==> src/rtl/i2s_tx.sv <==
`default_nettype none
// ============================================================================
// Module   : i2s_tx
// Brief    : Philips I2S transmitter; each mono sample is sent on both slots,
//            buffered through a one-entry holding register.
// Revision : 1.0
// ============================================================================
module i2s_tx #(
  parameter int BCLK_DIV = 4,
  parameter int SLOT_W   = 32
) (
  input  logic        clk,
  input  logic        rst,
  input  logic [15:0] data_i,
  input  logic        vld_i,
  output logic        bclk_o,
  output logic        lrclk_o,
  output logic        sdata_o,
  output logic        req_o,
  output logic        urun_o,
  output logic        orun_o
);

  localparam int c_FRAME = 2 * SLOT_W;
  localparam int c_BW    = $clog2(c_FRAME);
  localparam int c_DW    = (BCLK_DIV > 1) ? $clog2(BCLK_DIV) : 1;

  localparam logic [c_DW-1:0] c_DIV_MAX = c_DW'(BCLK_DIV - 1);
  localparam logic [c_BW-1:0] c_LAST    = c_BW'(c_FRAME - 1);
  localparam logic [c_BW-1:0] c_SLOT    = c_BW'(SLOT_W);
  localparam logic [c_BW-1:0] c_SLOT_M1 = c_BW'(SLOT_W - 1);
  localparam logic [c_BW-1:0] c_SAMP_W  = c_BW'(16);

  logic [c_DW-1:0] r_div_cnt;
  logic [c_BW-1:0] r_bit_cnt;
  logic [15:0]     r_hold;
  logic            r_hold_full;
  logic [15:0]     r_cur;

  logic            w_tick;
  logic            w_fall;
  logic [c_BW-1:0] w_k;
  logic [c_BW-1:0] w_p;
  logic            w_load;
  logic [15:0]     w_cur_nx;
  logic            w_lr;
  logic            w_sbit;

  assign w_tick   = (r_div_cnt == c_DIV_MAX);
  assign w_fall   = w_tick && bclk_o;
  assign w_k      = (r_bit_cnt == c_LAST) ? '0 : r_bit_cnt + 1'b1;
  assign w_p      = (w_k >= c_SLOT) ? w_k - c_SLOT : w_k;
  assign w_load   = w_fall && (w_k == '0);
  // The freshly loaded sample must already drive the MSB at the load event.
  assign w_cur_nx = (w_load && r_hold_full) ? r_hold : r_cur;
  // Word select flips one BCLK ahead of each slot's MSB.
  assign w_lr     = (w_k >= c_SLOT_M1) && (w_k != c_LAST);
  assign w_sbit   = (w_p < c_SAMP_W) ? w_cur_nx[4'd15 - w_p[3:0]] : 1'b0;

  always_ff @(posedge clk or posedge rst) begin
    if (rst) begin
      r_div_cnt   <= '0;
      r_bit_cnt   <= c_LAST;
      r_hold      <= '0;
      r_hold_full <= 1'b0;
      r_cur       <= '0;
      bclk_o      <= 1'b0;
      lrclk_o     <= 1'b0;
      sdata_o     <= 1'b0;
      req_o       <= 1'b0;
      urun_o      <= 1'b0;
      orun_o      <= 1'b0;
    end else begin
      req_o  <= 1'b0;
      urun_o <= 1'b0;
      orun_o <= vld_i && r_hold_full && !w_load;

      if (w_tick) begin
        r_div_cnt <= '0;
        bclk_o    <= ~bclk_o;
      end else begin
        r_div_cnt <= r_div_cnt + 1'b1;
      end

      if (w_fall) begin
        r_bit_cnt <= w_k;
        lrclk_o   <= w_lr;
        sdata_o   <= w_sbit;
      end

      if (w_load) begin
        if (r_hold_full) begin
          r_cur <= r_hold;
          req_o <= 1'b1;
        end else begin
          urun_o <= 1'b1;
        end
      end

      // A coincident strobe lands in the holding register after the old value moved out.
      if (vld_i) begin
        r_hold <= data_i;
      end
      r_hold_full <= vld_i || (r_hold_full && !w_load);
    end
  end

endmodule
`default_nettype wire

==> config.mk <==
export PLATFORM = sky130hd
export DESIGN_NAME = i2s_tx
export DESIGN_NICKNAME = d
export VERILOG_FILES = /design/src/rtl/i2s_tx.sv
export SDC_FILE = /design/constraint.sdc
export NUM_CORES = 1
export LEC_CHECK = 0
export CAP_MARGIN = 10
export CORE_ASPECT_RATIO = 1.75
export CORE_UTILIZATION = 50
export CTS_CLUSTER_DIAMETER = 80
export DETAILED_ROUTE_END_ITERATION = 10
export PLACE_DENSITY = 0.86
export SETUP_SLACK_MARGIN = 0.4
export SLEW_MARGIN = 20
export SYNTH_ARGS = -nofsm -noshare
export SYNTH_HDL_FRONTEND = slang
export SYNTH_SLANG_ARGS = --single-unit
==> constraint.sdc <==
create_clock -name clk -period 2.9 [get_ports clk]
set_clock_uncertainty 0.2 [all_clocks]
set_input_delay 0.435 -clock clk [delete_from_list [all_inputs] [get_ports clk]]
set_output_delay 0.435 -clock clk [all_outputs]
set_load 0.02 [all_outputs]
==> metrics.md, run 1 <==
| Metric | Value |
|---|---|
| Outcome | completed |
| Area Overhead vs Synth | 22.0% |
| Final nets | between 200 and 300 |
| #FFs+latches synth | 47 |
| ANT cells | 0 |
| Worst slew margin | 0.488 |
| Total power | roughly 1.2 mW |
| Worst Reg-to-Reg Cells | 8 |
| Number of remaining DRC errors | 0 |
| Unique masters post-synth | 36 |
| DR vias | 1,606 |
| Synthesized Nets | 226 |
| Power per cell area | 419 nW/um^2 |
| Latest clock arrival within the worst-skew pair | 0.30 ns |
| Tot GR Track Use | 0.208 |
| Die ar. | 4780 sq um |
| Max Used Layer | met4 |
| Gpl congestion | 0.839 |
| TritonCTS buffer count | 5 |
| Final hold vios | 0 |
| CP bufs+invs | 0 |
| R2R Setup Slk | 0.05 ns |
| Vias per cell | between 5 and 6 |
| Initial Utilization | 0.516 |
| Crit Path Max Fanout | 6 |
| Slowest stage delay, CP | between 0.6 and 0.7 ns |
| RR Endpoint | sdata_o |
| Hold buffer count at cts | 0 |
| WP data required | 2.94 ns |
| Worst path arrival time | 2.89 ns |
| Final Max Tran Viols | 0 |
| Die outline height | 90.8 microns |
| DRT antenna net count | 0 |
| Setup crit start kind | flip-flop |
| WL met3 | 111 microns |
| Worst r2r src | r_bit_cnt[0] |
| Critical path destination | sdata_o |
| DR WL met2 | ~2500 microns |
| I/O pins | 25 |
| CTS clk-pin slew, worst paths | around 0.080 ns |
| Share of layout cells above drive strength 1 | 0.258 |
| Fillers | roughly 330 |
| CTS tree | yes |
| Avg Inst Size Synth | 11.1 sq um |
| Slowest CP cell | or4_4 |
| Hold/Removal Path Class | flip-flop to flip-flop |
| CP delay by family, top | multiplexers |
| GR Overflow Total | 0 |
| Clock buffer depth | 2 |
| Critical Path Stages | 8 |
| Vias in the first global route | 1,639 |
| Chip width | 52.7 microns |
| PortBufs | 24 |
| WS Path Type | flip-flop to flip-flop |
| Synthesized area | 2250 sq um |
| Row count | 32 |
| Critical-path cell list | ha_4 > a32o_2 > a31oi_4 > or4_4 > mux4_2 > mux2_2 > o22ai_2 > a221o_1 |
| Router iterations before antenna repair | 4 |
| Clock Sinks | between 40 and 50 |
| Global-route wire length before repair | 7200 microns |
| DRT Wirelength | 4420 microns |
| Yosys warnings | 0 |
| Total core area | 4360 sq um |
| CP startpoint | r_bit_cnt[0] |
| Fin crit share | 0.983 |
| Starting DRT DRC Count | 58 |
| Worst hold start | r_div_cnt[0] |
| CP Capture Type | flip-flop |
| DP Wirelength | ~3300 microns |
| Worst vdd ir | 0.493 mV |
| H-Tree Depth | 2 |
| Post-route setup TNS | 0 ns |
| RSZ-0062 raised after global routing | yes |
| Max Clock Freq | 351 MHz |
| Leakage | 1.35 nW |
| Metal-1 WL | 1620 microns |
| Mapped Cells | 203 |
| Part of the Yosys area used for sequential elements | 0.526 |
| Root buf cell | clkbuf_8 |
| Post-route minimum period | 2.85 ns |
| Initial antenna violation count | 0 |
| Worst-margin pin slew | 0.765 ns |
| Max-cap violations | 0 |
| WL per Instance | 15.2 microns |
| Final setup viols | 0 |
| Largest net degree at the start of global routing | 26 |
-- cell type report --
type / instances / area (sq um) / area share
Tap cell: 51 / 63.8 / 0.0232
Clock buffer: 7 / 76.3 / 0.0278
Multi-Input combinational cell: 141 / 1030 / 0.374
Timing Repair Buffer: 41 / 375 / 0.137
Clock inverter: 1 / 5.00 / 0.00182
Inverter: 3 / 13.8 / 0.00501
Sequential cell: 47 / 1180 / 0.431
-- power by group --
| group | internal (mW) | total, mW | leakage (nW) | switching [mW] |
|---|---|---|---|---|
| Clock | 0.169 | 0.373 | 0.0422 | 0.204 |
| Combinational | 0.0510 | 0.0811 | 0.721 | 0.0302 |
| Sequential | 0.679 | 0.696 | 0.587 | 0.0175 |
| Total | 0.899 | 1.15 | 1.35 | 0.251 |
-- stage by stage --
| stage | hold slack [ns] | worst slack, ns | instance area [sq um] | instances | util |
|---|---|---|---|---|---|
| 2_1_floorplan | 0.203 | 0.0517 | 2310 | 203 | - |
| 3_3_place_gp | 0.214 | 0.0624 | 2630 | 281 | 0.603 |
| 3_5_place_dp | 0.235 | 0.00104 | 2630 | 281 | 0.603 |
| 4_1_cts | 0.247 | 0.134 | 2730 | 290 | 0.625 |
| 5_1_grt | 0.269 | 0.00439 | 2750 | 291 | 0.629 |
| 6_report | 0.239 | 0.0496 | 2750 | 291 | 0.629 |
-- repair_timing --
action                                 in CTS  in global routing
setup buffers                               1                  1
pin swaps                                   0                  3
setup endpoints to repair                  17                  1
gates resized for setup                     2                  2
endpoints found under the hold margin       0                  0
-- worst min path at each step --
stage	slack, ns	cells after the start	end
global route	0.27	1	r_div_cnt[0]
detailed placement	0.24	1	r_div_cnt[0]
floorplan	0.20	1	r_div_cnt[0]
finish	0.24	1	r_div_cnt[0]
CTS	0.25	1	r_div_cnt[0]
global placement	0.21	1	r_div_cnt[0]
-- layout by cell type, fill, tap and decap left out, types with 2 or more instances in the layout --
cell type,n
mux4_2,3
dfstp_2,6
buf_6,2
nand3_1,3
nand2_1,56
buf_4,15
clkbuf_8,5
ha_1,3
xor2_1,3
o21ai_0,3
mux2_2,20
mux2i_1,16
dfrtp_1,41
nor3_1,3
and3_1,2
a21oi_1,2
a31oi_1,2
xnor2_1,2
clkbuf_1,2
nor2_1,8
clkdlybuf4s50_1,24
-- worst register-to-register path: stages (launching register included) --
cell and delay (ns):
dfstp_2 0.59, ha_4 0.17, a32o_2 0.20, a31oi_4 0.09
or4_4 0.61, mux4_2 0.32, mux2_2 0.30, o22ai_2 0.16
a221o_1 0.15
-- routing by layer --
metal	track usage	vias to the layer above
li1	-	767
met3	0.0421	16
met4	0.116	0
met5	0	-
met1	0.226	787
met2	0.357	36
-- cell families after synthesis --
group / share of synthesized area
multiplexers: 0.201
buffers and inverters: 0.0317
XOR/XNOR: 0.0195
AO/OA/AOI/OAI: 0.0573
AND/OR/NAND/NOR: 0.142
adder cells (fa/ha/maj): 0.0222
flip-flops: 0.526
-- registers in the layout (all words and copies together) (netlist names) --
signal / flops
r_cur: 16
r_hold: 16
r_bit_cnt: 6
r_div_cnt: 2
bclk_o: 1
lrclk_o: 1
orun_o: 1
r_hold_full: 1
req_o: 1
sdata_o: 1
urun_o: 1
-- synth_stat cells, drive strengths merged --
cell type	instances	area share
o21ai	4	0.0089
or4	1	0.0033
xor2	3	0.012
and3	2	0.0056
nand3	3	0.0067
inv	3	0.0050
nand4	1	0.0028
xnor2	2	0.0078
a31oi	3	0.011
and4bb	1	0.0056
buf	8	0.020
mux4	3	0.030
a221o	1	0.0044
mux2	20	0.10
clkbuf	4	0.0067
o311ai	1	0.0039
nand2	56	0.093
o211ai	1	0.0033
dfstp	6	0.070
dfrtp	41	0.46
and4	1	0.0050
nor2	8	0.013
a21oi	3	0.012
mux2i	16	0.071
ha	4	0.022
a21o	1	0.0033
o22ai	1	0.0028
o21a	1	0.0033
nor3	3	0.0067
a32o	1	0.0044
(Power assumes the default switching activity.)
==> run 2: changes to the inputs <==
ABC_AREA = 1   (was unset)
HOLD_SLACK_MARGIN = 0.1   (was unset)
SLEW_MARGIN = 10   (was 20)
==> run 2 against run 1 <==
Net effect: synthesized area is 2.8% lower; combinational power is 18% lower; die area is 2.7% lower; register-to-register slack better by 0.28 ns; critical endpoint unchanged; highest routed layer unchanged; global-route usage is 2.6 points higher.
==> metrics.md, run 2 <==
| Metric | Value |
|---|---|
| Starting DRT DRC Count | 109 (was 58) |
| Slowest CP cell | dfstp_2 (was or4_4) |
| Count leader, synth | nand2_1 (unchanged) |
| RSZ-0062 raised after global routing | yes (unchanged) |
| Finished Cell Area | 2840 sq um (was 2750 sq um) |
| WS Path Type | flip-flop to flip-flop (unchanged) |
| WL per Instance | 16.1 microns (was 15.2 microns) |
| Initial antenna violation count | 0 (unchanged) |
| R2R Setup Slk | 0.33 ns (was 0.05 ns) |
| CTS tree | yes (unchanged) |
| Total core area | 4150 sq um (was 4360 sq um) |
| Clock buffer depth | 2 (unchanged) |
| Power per cell area | 429 nW/um^2 (was 419 nW/um^2) |
| Critical-path cell list | ha_4 > nand2_4 > inv_2 > nand2_4 > nand2_1 > nand2_1 > nand2_4 > buf_12 > nand4_1 > nand3_1 > nand3_1 > nand3_1 > nand3_1 > nand2_1 > nand2_1 > nand2_1 (was ha_4 > a32o_2 > a31oi_4 > or4_4 > mux4_2 > mux2_2 > o22ai_2 > a221o_1) |
| ANT cells | 0 (unchanged) |
| Cell taking the most area after synthesis | dfrtp_1 (unchanged) |
| Die outline height | 89.5 microns (was 90.8 microns) |
| DRT Wirelength | 5550 microns (was 4420 microns) |
| Row count | 31 (was 32) |
| WP data required | 2.93 ns (was 2.94 ns) |
| Worst setup margin | 0.326 ns (was 0.0496 ns) |
| Worst vdd ir | 0.525 mV (was 0.493 mV) |
| Final Max Tran Viols | 0 (unchanged) |
| Final setup viols | 0 (unchanged) |
| Most common cell after layout, fill and taps aside | nand2_1 (unchanged) |
| Max-cap violations | 0 (unchanged) |
| Yosys warnings | 0 (unchanged) |
| Latest clock arrival within the worst-skew pair | 0.30 ns (about the same) |
| Top Registers | r_cur (16), r_hold (16), r_bit_cnt (6) (unchanged) |
| Synthesized Nets | 281 (was 226) |
| Fillers | 290 (was 332) |
| Fin crit share | 0.887 (was 0.983) |
| Top_reg_cell synth | dfrtp_1 (unchanged) |
| Final hold vios | 0 (unchanged) |
| Gpl congestion | 0.879 (was 0.839) |
| Critical Path Stages | 16 (was 8) |
| Router iterations before antenna repair | 4 (unchanged) |
| DR vias | 1,953 (was 1,606) |
| Outcome | completed (unchanged) |
| H-Tree Depth | 2 (unchanged) |
| Async S/R FF share, synth | 1.00 (unchanged) |
| Crit-path most repeated cell | nand2_1 |
| Chip width | 52.0 microns (was 52.7 microns) |
| PortBufs | 24 (unchanged) |
| Post-synth EDFFs | 0 (unchanged) |
| Worst-margin pin slew | 0.569 ns (was 0.765 ns) |
| Top cell type's share of synthesized area | 0.469 (was 0.456) |
| Share of layout cells above drive strength 1 | 0.193 (was 0.258) |
| Global-route wire length before repair | 7910 microns (was 7200 microns) |
| Post-route setup TNS | 0 ns (unchanged) |
| Mapped Cells | 258 (was 203) |
| Max Clock Freq | 389 MHz (was 351 MHz) |
| Crit Path Max Fanout | 16 (was 6) |
| TritonCTS buffer count | 5 (unchanged) |
| Hold/Removal Path Class | flip-flop to flip-flop (unchanged) |
| Unique masters post-synth | 22 (was 36) |
| #FFs+latches synth | 47 (unchanged) |
| Post-place setup slack | 0.355 ns (was 0.00104 ns) |
| Vias per cell | 5.68 (was 5.52) |
| Hold Slack | 0.242 ns (was 0.239 ns) |
| Final nets | 318 (was 262) |
| Initial Utilization | 0.527 (was 0.516) |
| CP delay by family, top | simple AND/OR/NAND/NOR gates (was multiplexers) |
| Hold buffer count at cts | 0 (unchanged) |
| Post-route minimum period | 2.57 ns (was 2.85 ns) |
| Worst slew margin | 0.621 (was 0.488) |
| Cell Area, Placed | 2480 sq um (was 2630 sq um) |
| Synth cell count leaders | nand2_1, dfrtp_1, nand3_1 (was nand2_1, dfrtp_1, mux2_2) |
| CTS clk-pin slew, worst paths | 0.08 ns (about the same) |
| Leakage | 1.41 nW (was 1.35 nW) |
| CP Capture Type | flip-flop (unchanged) |
| Slowest stage delay, CP | 0.59 ns (was 0.61 ns) |
| Part of the Yosys area used for sequential elements | 0.541 (was 0.526) |
| Synthesized area | 2190 sq um (was 2250 sq um) |
| Final Non-Filler Cells | 344 (was 291) |
| Root buf cell | clkbuf_8 (unchanged) |
| Tot GR Track Use | 0.234 (was 0.208) |
| Inst Count DP | 327 (was 281) |
| CP bufs+invs | 2 (was 0) |
| Clock Sinks | 47 (unchanged) |
| Avg Inst Size Synth | 8.48 sq um (was 11.1 sq um) |
| Number of remaining DRC errors | 0 (unchanged) |
| DRT antenna net count | 0 (unchanged) |
| Vias in the first global route | 1,879 (was 1,639) |
| Cell depth of the worst hold path | 1 (unchanged) |
| Area Overhead vs Synth | 29.8% (was 22.0%) |
| Worst Reg-to-Reg Cells | 16 (was 8) |
| DP Wirelength | 3350 microns (was 3270 microns) |
| Setup crit start kind | flip-flop (unchanged) |
| GR Overflow Total | 0 (unchanged) |
| Worst path arrival time | 2.61 ns (was 2.89 ns) |
| Largest net degree at the start of global routing | 48 (was 26) |
| CP startpoint | r_bit_cnt[1] (was r_bit_cnt[0]) |
| Die ar. | 4660 sq um (was 4780 sq um) |
| Area of the multi-input gates | 1040 sq um (was 1030 sq um) |
| Commonest non-fill, non-tap cells in the layout | nand2_1, dfrtp_1, nand3_1 (was nand2_1, dfrtp_1, clkdlybuf4s50_1) |
| Worst r2r src | r_bit_cnt[1] (was r_bit_cnt[0]) |
| Largest cells by area after synthesis | dfrtp_1, nand2_1, nand3_1 (was dfrtp_1, mux2_2, nand2_1) |
| Worst hold start | r_div_cnt[0] (unchanged) |
| Total power | 1.22 mW (was 1.15 mW) |
| FF+latch area | 1180 sq um (unchanged) |
| I/O pins | 25 (unchanged) |
| Final core utilization | 0.684 (was 0.629) |
-- run 2: worst paths after layout --
check,end
max in group asynchronous,r_bit_cnt[4]
min in group asynchronous,r_cur[7]
min,r_div_cnt[0]
min reg2reg,r_div_cnt[0]
max reg2reg,sdata_o
max,sdata_o
-- run 2: repair_timing --
| item | CTS | global route |
|---|---|---|
| pin swaps | 0 | 17 |
| cloned | 1 | 2 |
| gates resized for setup | 4 | 27 |
| endpoints found under the setup margin | 1 | 1 |
| setup buffers | 1 | 6 |
-- run 2: where the power goes --
part           switching, mW  internal, mW  total (mW)
Combinational         0.0332        0.0332      0.0664
Clock                  0.213         0.252       0.465
Sequential            0.0122         0.676       0.688
Total                  0.259         0.961        1.22
-- run 2: logic make-up (layout without fill, tap and decap cells) --
kind of cell | count (synthesis) | after routing | synth area share
buffers and inverters | 25 | 60 | 0.0497
flip-flops | 47 | 47 | 0.541
AO/OA/AOI/OAI | 9 | 9 | 0.0206
AND/OR/NAND/NOR | 171 | 173 | 0.358
XOR/XNOR | 2 | 2 | 0.00801
adder cells (fa/ha/maj) | 4 | 4 | 0.0229
-- run 2: per-layer routing --
metal,global-route usage,share of wire
met1,0.229,0.33
met2,0.428,0.56
met3,0.0527,0.037
met4,0.147,0.076
met5,0,0
-- run 2: final cells by class --
| class | count | share of cell area |
|---|---|---|
| sequential | 47 | 0.417 |
| multi-input combinational | 188 | 0.365 |
| tap | 49 | 0.0216 |
| clock buffer | 5 | 0.0242 |
| timing repair buffer | 38 | 0.139 |
| inverter | 15 | 0.0198 |
| clock inverter | 2 | 0.0132 |
==> run 3: changes to the inputs <==
PLACE_DENSITY = unset   (was 0.86)
PLACE_DENSITY_LB_ADDON = 0.15   (was unset)
==> run 3 against run 2 <==
Net effect: non-clock buffer count up 2; critical path depth down 2; via count down 4.9%; total power up 0.68%; clock power up 2%; cell count up 0.87%.
==> metrics.md, run 3 (synthesis results as in run 2) <==
| Metric | Value |
|---|---|
| Fillers | 330 (was 290) |
| Setup crit start kind | flip-flop (unchanged) |
| Final setup viols | 0 (unchanged) |
| Worst vdd ir | 0.396 mV (was 0.525 mV) |
| Final hold vios | 0 (unchanged) |
| Combinational share of power | 0.053 (was 0.054) |
| Worst slew margin | 0.620 (was 0.621) |
| CP Capture Type | flip-flop (unchanged) |
| CTS clk-pin slew, worst paths | 0.09 ns (was 0.08 ns) |
| Worst-margin pin slew | 0.570 ns (was 0.569 ns) |
| Top Registers | r_cur (16), r_hold (16), r_bit_cnt (6) (unchanged) |
| Clock share of power | 0.387 (was 0.381) |
| WP data required | 2.90 ns (was 2.93 ns) |
| Pint | 0.965 mW (was 0.961 mW) |
| Total power | 1.23 mW (was 1.22 mW) |
| DR vias | 1,857 (was 1,953) |
| Largest net degree at the start of global routing | 48 (unchanged) |
| Latest clock arrival within the worst-skew pair | 0.30 ns (about the same) |
| Hold/Removal Path Class | flip-flop to flip-flop (unchanged) |
| Clock buffer depth | 2 (unchanged) |
| DRT antenna net count | 0 (unchanged) |
| Starting DRT DRC Count | 63 (was 109) |
| Total core area | 4150 sq um (unchanged) |
| RSZ-0062 raised after global routing | yes (unchanged) |
| Post-route setup TNS | 0 ns (unchanged) |
| Area Overhead vs Synth | 29.7% (was 29.8%) |
| Sw Ratio | 0.214 (was 0.212) |
| Gpl congestion | 0.899 (was 0.879) |
| I/O pins | 25 (unchanged) |
| Clock Sinks | 47 (unchanged) |
| Final Max Tran Viols | 0 (unchanged) |
| Vias in the first global route | 1,644 (was 1,879) |
| Hold Slack | 0.239 ns (was 0.242 ns) |
| PortBufs | 24 (unchanged) |
| Die ar. | 4660 sq um (unchanged) |
| Worst path arrival time | 2.48 ns (was 2.61 ns) |
| Sequential power share | 0.560 (was 0.564) |
| FF+latch area | 1180 sq um (unchanged) |
| Chip width | 52.0 microns (unchanged) |
| TritonCTS buffer count | 5 (unchanged) |
| GR Overflow Total | 0 (unchanged) |
| Router iterations before antenna repair | 4 (unchanged) |
| Finished Cell Area | 2840 sq um (about the same) |
| DP Wirelength | 3090 microns (was 3350 microns) |
| WS Path Type | flip-flop to flip-flop (unchanged) |
| Fin crit share | 0.856 (was 0.887) |
| Commonest non-fill, non-tap cells in the layout | nand2_1, dfrtp_1, nand3_1 (unchanged) |
| Initial Utilization | 0.527 (unchanged) |
| Initial antenna violation count | 0 (unchanged) |
| Tot GR Track Use | 0.213 (was 0.234) |
| Hold buffer count at cts | 0 (unchanged) |
| Power per cell area | 432 nW/um^2 (was 429 nW/um^2) |
| WL per Instance | 14.0 microns (was 16.1 microns) |
| Global-route wire length before repair | 7260 microns (was 7910 microns) |
| Most common cell after layout, fill and taps aside | nand2_1 (unchanged) |
| Max Clock Freq | 403 MHz (was 389 MHz) |
| ANT cells | 0 (unchanged) |
| Number of remaining DRC errors | 0 (unchanged) |
| Max-cap violations | 0 (unchanged) |
| Share of layout cells above drive strength 1 | 0.208 (was 0.193) |
| Vias per cell | 5.35 (was 5.68) |
| H-Tree Depth | 2 (unchanged) |
| P_sw | 0.262 mW (was 0.259 mW) |
| Row count | 31 (unchanged) |
| Final nets | 320 (was 318) |
| Die outline height | 89.5 microns (unchanged) |
| Outcome | completed (unchanged) |
| Crit Path Max Fanout | 8 (was 16) |
| CTS tree | yes (unchanged) |
| Post-route minimum period | 2.48 ns (was 2.57 ns) |
| DRT Wirelength | 4870 microns (was 5550 microns) |
| Cell Area, Placed | 2480 sq um (unchanged) |
| Root buf cell | clkbuf_8 (unchanged) |
| Area of the multi-input gates | 1030 sq um (was 1040 sq um) |
| Leakage | 1.41 nW (about the same) |
-- run 3: cell types whose count changed in the layout (fill, tap and decap cells not counted), moves of 2 or more --
cell	before	now
buf_4	10	13
buf_12	2	0
nand2_2	9	11
nand2_4	5	3
-- run 3: repair_timing --
action / 4_1_cts / 5_1_grt
gates resized for setup: 0 / 30
setup endpoints to repair: 0 / 1
buffers inserted: 0 / 9
-- run 3: worst max-delay path: stages (launching register included) --
cell	delay (ns)
dfstp_2	0.64
ha_4	0.20
nand3_4	0.09
nor2_4	0.16
nor2_4	0.08
nor2_8	0.20
nand3_4	0.18
nand2_2	0.11
nand3_1	0.08
nand3_1	0.11
nand3_1	0.10
nand3_1	0.08
nand2_1	0.05
nand2_1	0.05
nand2_1	0.05
-- run 3: worst paths after layout --
path                               from           end  slack, ns  cells after the start
hold reg to reg            r_div_cnt[0]  r_div_cnt[0]       0.24                      1
setup / recovery           r_bit_cnt[1]       sdata_o       0.42                     14
hold / removal             r_div_cnt[0]  r_div_cnt[0]       0.24                      1
setup reg to reg           r_bit_cnt[1]       sdata_o       0.42                     14
max in group asynchronous           rst     r_cur[12]       1.73                      3
min in group asynchronous           rst  r_div_cnt[0]       0.37                      3
-- run 3: area by class of cell --
type                            count  share of cell area
Timing Repair Buffer               40               0.138
Clock buffer                        5              0.0242
Tap cell                           49              0.0216
Multi-Input combinational cell    188               0.364
Inverter                           15              0.0198
Clock inverter                      3              0.0154
Sequential cell                    47               0.417
-- run 3: per-stage QoR --
step	std cells	util	worst slack, ns
final	347	0.684	0.419
after floorplan	258	-	0.608
after CTS	335	0.625	0.413
after global placement	327	0.598	0.459
after detailed placement	327	0.598	0.438
after global routing	347	0.684	0.276
-- run 3: layer usage --
layer,vias up,part of all wire,GRT usage
met5,-,0,0
met2,36,0.56,0.386
met3,10,0.024,0.0357
met1,890,0.40,0.241
met4,0,0.021,0.0885
li1,921,-,-
-- run 3: power groups by stage --
stage               logic, mW  clock network (mW)  registers [mW]
detailed placement     0.0680                   0           0.700
floorplan              0.0328                   0           0.697
CTS                    0.0681               0.484           0.687
global placement       0.0664                   0           0.699
finish                 0.0656               0.475           0.688
global route           0.0758               0.506           0.690
